<file path="src/rtl/pipeline_elastic_register_if.sv">
// rtl/pipeline_elastic_register_if.sv - handshake bundle for the elastic pipeline register
//
// Purpose: groups the upstream, downstream, flush and occupancy signals of
//          pipeline_elastic_register so the stage boundary is one port.
// Signals:
//   flush      - synchronous clear of all held entries (master -> slave)
//   in_valid   - upstream offers a beat (master -> slave)
//   in_ready   - buffer accepts a beat this cycle (slave -> master)
//   in_data    - upstream payload, WIDTH bits (master -> slave)
//   out_valid  - head entry presented downstream (slave -> master)
//   out_ready  - downstream takes the head entry (master -> slave)
//   out_data   - head payload, WIDTH bits (slave -> master)
//   count      - held entries 0..DEPTH (slave -> master)
interface pipeline_elastic_register_if #(
  parameter int WIDTH = 32,
  parameter int DEPTH = 2
);
  localparam int CW = $clog2(DEPTH + 1);

  logic             flush;
  logic             in_valid;
  logic             in_ready;
  logic [WIDTH-1:0] in_data;
  logic             out_valid;
  logic             out_ready;
  logic [WIDTH-1:0] out_data;
  logic [CW-1:0]    count;

  modport master (
    output flush, in_valid, in_data, out_ready,
    input  in_ready, out_valid, out_data, count
  );

  modport slave (
    input  flush, in_valid, in_data, out_ready,
    output in_ready, out_valid, out_data, count
  );
endinterface

</file>
<file path="src/rtl/pipeline_elastic_register.sv">
// rtl/pipeline_elastic_register.sv - DEPTH-entry valid/ready elastic buffer between pipeline stages
//
// Purpose: carries an opaque WIDTH-bit stage bundle through a small circular
//          FIFO with synchronous priority flush and occupancy report.
// Ports:
//   CLK - clock, rising edge
//   RST - asynchronous active-high reset (clears pointers and occupancy)
//   bus - pipeline_elastic_register_if.slave (flush, in_*/out_* handshakes, count)
module pipeline_elastic_register #(
  parameter int WIDTH = 32,
  parameter int DEPTH = 2
) (
  input logic                         CLK,
  input logic                         RST,
  pipeline_elastic_register_if.slave  bus
);
  // Pointer width kept at least 1 so DEPTH=1 still has a legal vector.
  localparam int PW = (DEPTH > 1) ? $clog2(DEPTH) : 1;
  localparam int CW = $clog2(DEPTH + 1);

  logic [WIDTH-1:0] r_mem [DEPTH];
  logic [PW-1:0]    r_wp;
  logic [PW-1:0]    r_rp;
  logic [CW-1:0]    r_cnt;

  logic w_full;
  logic w_empty;
  logic w_push;
  logic w_pop;

  function automatic logic [PW-1:0] next_ptr(input logic [PW-1:0] p);
    if (p == PW'(DEPTH - 1)) return '0;
    return p + PW'(1);
  endfunction

  assign w_full  = (r_cnt == CW'(DEPTH));
  assign w_empty = (r_cnt == '0);

  // Handshake qualifiers depend only on registered state and flush, so
  // out_ready never reaches in_ready combinationally.
  assign bus.in_ready  = !w_full && !bus.flush;
  assign bus.out_valid = !w_empty && !bus.flush;
  assign bus.out_data  = w_empty ? '0 : r_mem[r_rp];
  assign bus.count     = r_cnt;

  assign w_push = bus.in_valid && bus.in_ready;
  assign w_pop  = bus.out_valid && bus.out_ready;

  always_ff @(posedge CLK or posedge RST) begin
    if (RST) begin
      r_wp  <= '0;
      r_rp  <= '0;
      r_cnt <= '0;
    end else if (bus.flush) begin
      r_wp  <= '0;
      r_rp  <= '0;
      r_cnt <= '0;
    end else begin
      if (w_push) r_wp <= next_ptr(r_wp);
      if (w_pop)  r_rp <= next_ptr(r_rp);
      case ({w_push, w_pop})
        2'b10:   r_cnt <= r_cnt + CW'(1);
        2'b01:   r_cnt <= r_cnt - CW'(1);
        default: r_cnt <= r_cnt;
      endcase
    end
  end

  // Storage is not reset; the write is masked during reset so beats offered
  // then never land in the array.
  always_ff @(posedge CLK) begin
    if (w_push && !RST) r_mem[r_wp] <= bus.in_data;
  end
endmodule

</file>
<file path="src/flat_wrapper.sv">
// flat-port wrapper written by rule: the top's interface ports become plain ports
module pipeline_elastic_register_flat 
#(
  parameter int WIDTH = 32,
  parameter int DEPTH = 2
)
  (CLK, RST, bus_flush, bus_in_valid, bus_in_data, bus_out_ready, bus_in_ready, bus_out_valid, bus_out_data, bus_count);
  pipeline_elastic_register_if #(.WIDTH(WIDTH), .DEPTH(DEPTH)) bus_i ();
  input logic CLK;
  input logic RST;
  input wire logic [$bits(bus_i.flush)-1:0] bus_flush;
  input wire logic [$bits(bus_i.in_valid)-1:0] bus_in_valid;
  input wire logic [$bits(bus_i.in_data)-1:0] bus_in_data;
  input wire logic [$bits(bus_i.out_ready)-1:0] bus_out_ready;
  output wire logic [$bits(bus_i.in_ready)-1:0] bus_in_ready;
  output wire logic [$bits(bus_i.out_valid)-1:0] bus_out_valid;
  output wire logic [$bits(bus_i.out_data)-1:0] bus_out_data;
  output wire logic [$bits(bus_i.count)-1:0] bus_count;
  assign bus_i.flush = bus_flush;
  assign bus_i.in_valid = bus_in_valid;
  assign bus_i.in_data = bus_in_data;
  assign bus_i.out_ready = bus_out_ready;
  assign bus_in_ready = bus_i.in_ready;
  assign bus_out_valid = bus_i.out_valid;
  assign bus_out_data = bus_i.out_data;
  assign bus_count = bus_i.count;
  pipeline_elastic_register #(.WIDTH(WIDTH), .DEPTH(DEPTH)) u_core (.CLK(CLK), .RST(RST), .bus(bus_i));
endmodule
</file>
<file path="config.mk">
export PLATFORM = sky130hd
export DESIGN_NAME = pipeline_elastic_register_flat
export DESIGN_NICKNAME = d
export VERILOG_FILES = /design/src/rtl/pipeline_elastic_register_if.sv /design/src/rtl/pipeline_elastic_register.sv /design/src/flat_wrapper.sv
export SDC_FILE = /design/constraint.sdc
export NUM_CORES = 1
export LEC_CHECK = 0
export BUFFER_PORTS_ARGS = -buffer_cell sky130_fd_sc_hd__buf_4
export CAP_MARGIN = 10
export CELL_PAD_IN_SITES_DETAIL_PLACEMENT = 0
export CELL_PAD_IN_SITES_GLOBAL_PLACEMENT = 1
export CORE_UTILIZATION = 30
export DETAILED_ROUTE_END_ITERATION = 10
export GPL_ROUTABILITY_DRIVEN = 0
export PLACE_DENSITY = 0.61
export SYNTH_ARGS = -nofsm -noshare
export SYNTH_HDL_FRONTEND = slang
export SYNTH_SLANG_ARGS = --single-unit
</file>
<file path="constraint.sdc">
create_clock -name CLK -period 11.35 [get_ports CLK]
set_input_delay 2.27 -clock CLK [delete_from_list [all_inputs] [get_ports CLK]]
set_output_delay 2.27 -clock CLK [all_outputs]
set_load 0.01 [all_outputs]
</file>
==> results_dict.tcl <==
set metrics [dict create \
    total_power_mw 0.574 \
    rows 33 \
    rrSetupSlack_ns 9.30 \
    firstDrtPassIters 4 \
    synth_cells 162 \
    numCtsBuffers 9 \
    post_cts_resized 0 \
    dr.first_iter.drc_count 46 \
    antenna_cells 0 \
    rsz0062_at_grt "false" \
    dieWidth_um 95.9 \
    seq_area_frac_synth 0.764 \
    synthMuxAreaShare 0.125 \
    htreeDepth 3 \
    synth-simple-area-share 0.0719 \
    finalSetupViolCount 0 \
    hpwl_um 2860 \
    finalMaxSlewViolations 0 \
    fp.dieH_um 95.9 \
    grt_usage 0.113 \
    hold_viol 0 \
    synthAdderAreaFrac 0 \
    synth_area_per_cell_um2 16.3 \
    cp-end-kind "primary output" \
    relSlewSlack 0.340 \
    cts_tree "done" \
    syn2layout_area_growth_pct 33.8 \
    cp_max_fo 6 \
    max_freq_ghz 0.201 \
    ys_ff_latch 68 \
    r2r-start "u_core.bus.count[1]$_DFFE_PP0P_" \
    routed_via_density 4.38 \
    hp-class "flip-flop to flip-flop" \
    clkSinkCount 68 \
    arrival_ns 2.72 \
    grt_max_degree 34 \
    coreArea_um2 8380 \
    power_leakage_nw 1.32 \
    status "finished, final reports clean" \
    grt_pass1_vias 1537 \
    fin_util 0.422 \
    vias 1534 \
    synth_top_family_by_area "multiplexers" \
    synth_xor_area_frac 0.00331 \
    worstHoldStart "u_core.r_wp$_DFFE_PP0P_" \
    crit_chain "buf_4 -> nor2_1 -> buf_4" \
    yosys_warnings 0 \
    clk_latency_ns 0.33 \
    syn_nets 199 \
    tns_ns 0 \
    gr-total-overflow 0 \
    cp-start-kind "input pin" \
    drive_gt1_frac 0.392 \
    post-route-drc-count 0 \
    synth_cell_types 20 \
    netlist_area_um2 2650 \
    min_path_cells 2 \
    cp_slowest_cell "nor2_1" \
    rr_endpoint "u_core.r_mem[1][7]$_DFFE_PP_" \
    tightest_slew_ns 0.990 \
    post_drt_wl_per_cell_um 13.7 \
    ant_nets 0 \
    slowest_delay_ns 0.16 \
    period_share 0.439 \
    grt_pass1_wl_um 7380 \
    nets 277 \
    min_to "u_core.r_wp$_DFFE_PP0P_" \
    clock_skew_ns 0.00500 \
    clkSlewWorstSetupHoldPaths_ns 0.07 \
    path_common_cell "buf_4" \
    clockRootBuffer "clkbuf_8" \
    port_buffers 72 \
    maxCapViolCount 0 \
    initial_core_util 0.316 \
    reg2reg_depth 3 \
    grt_antenna_before_repair 0 \
    crit_type "input pin to primary output" \
    finalWirelength_um 4800 \
    synth_compound_area_frac 0.0170 \
    post-cts-setup-buffers 0 \
    ioPinCount 73 \
    period_needed_ns 4.99 \
    ir_drop_mv 0.0686 \
    dieArea_um2 9200 \
    cp.required_ns 9.08 \
    power_density_nw_per_um2 162 \
    cts_hold_buf 0 \
    clock_path_buffers 2 \
]
==> synthesized netlist by cell type <==
cell	n	area (um2)
a21oi_1	4	20.0
and3b_2	1	10.0
and4_2	1	10.0
buf_2	4	20.0
buf_4	3	22.5
dfrtp_1	4	100
edfxtp_1	64	1920
inv_1	1	3.75
inv_2	1	3.75
mux2i_1	33	330
nor2_1	36	135
nor2b_1	1	6.26
nor3b_1	1	7.51
nor4b_1	1	8.76
o211ai_1	1	7.51
o21ai_0	2	10.0
o21bai_1	1	7.51
or2_2	1	6.26
or3_1	1	6.26
xor2_1	1	8.76
==> power breakdown <==
part           switching, mW  internal, mW  total (mW)
sequential           0.00736         0.281       0.288
combinational         0.0243        0.0297      0.0541
clock                 0.0863         0.145       0.231
==> per-layer routing <==
metal  vias to the layer above  share of wire  global-route usage
li1                        752              -                   -
met1                       726           0.43               0.134
met2                        50           0.48               0.182
met3                         6          0.073              0.0355
met4                         0          0.013              0.0634
met5                         -              0                   0
==> how the worst max path moves through the flow <==
| stage | startpoint | to | cells after the start |
|---|---|---|---|
| finish | bus_flush | bus_in_ready | 3 |
| global route | bus_flush | bus_in_ready | 3 |
| CTS | bus_flush | bus_in_ready | 3 |
| detailed placement | bus_flush | bus_in_ready | 3 |
| global placement | bus_flush | bus_in_ready | 3 |
| floorplan | bus_flush | u_core.r_mem[0][0]$_DFFE_PP_ | 2 |
==> stage by stage <==
step                      instance area (um2)  worst slack, ns  std cells  hold WS [ns]
final                                    3540             6.36        350         0.586
after global routing                     3540             6.29        350         0.637
after CTS                                3540             6.35        350         0.594
after detailed placement                 3300             6.35        334         0.584
after global placement                   3300             6.36        334         0.565
after floorplan                          2650             4.92        162         0.530
==> sequential cells by signal (all words and copies together) (netlist names) <==
register	count
u_core.r_mem	64
u_core.r_rp	1
u_core.r_wp	1
u_core.bus.count	2
==> layout by cell type, fill, tap and decap left out, types with 2 or more instances in the layout <==
master     instances
dfrtp_1            3
buf_4             74
edfxtp_1          64
nor2_1            35
clkbuf_8           9
bufinv_16          3
a21oi_1            4
o21ai_0            2
mux2i_1           33
==> cells by family after synthesis <==
logic type | after synthesis
flip-flops | 68
AND/OR/NAND/NOR | 43
multiplexers | 33
buffers and inverters | 9
AO/OA/AOI/OAI | 8
XOR/XNOR | 1
==> critical path, delay by kind of cell <==
family | cells | cell delay [ns]
buffers and inverters | 2 | 0.28
and+or+nand+nor | 1 | 0.16
==> cell type report <==
| class | count | area, um2 |
|---|---|---|
| clock buffers | 9 | 124 |
| clock inverters | 7 | 115 |
| fillers | 800 | 4840 |
| inverters | 2 | 7.51 |
| multi-input cells | 85 | 583 |
| flip-flops and latches | 68 | 2020 |
| well taps | 105 | 131 |
| repair buffers | 74 | 556 |
Power figures use the tool's default switching activity.
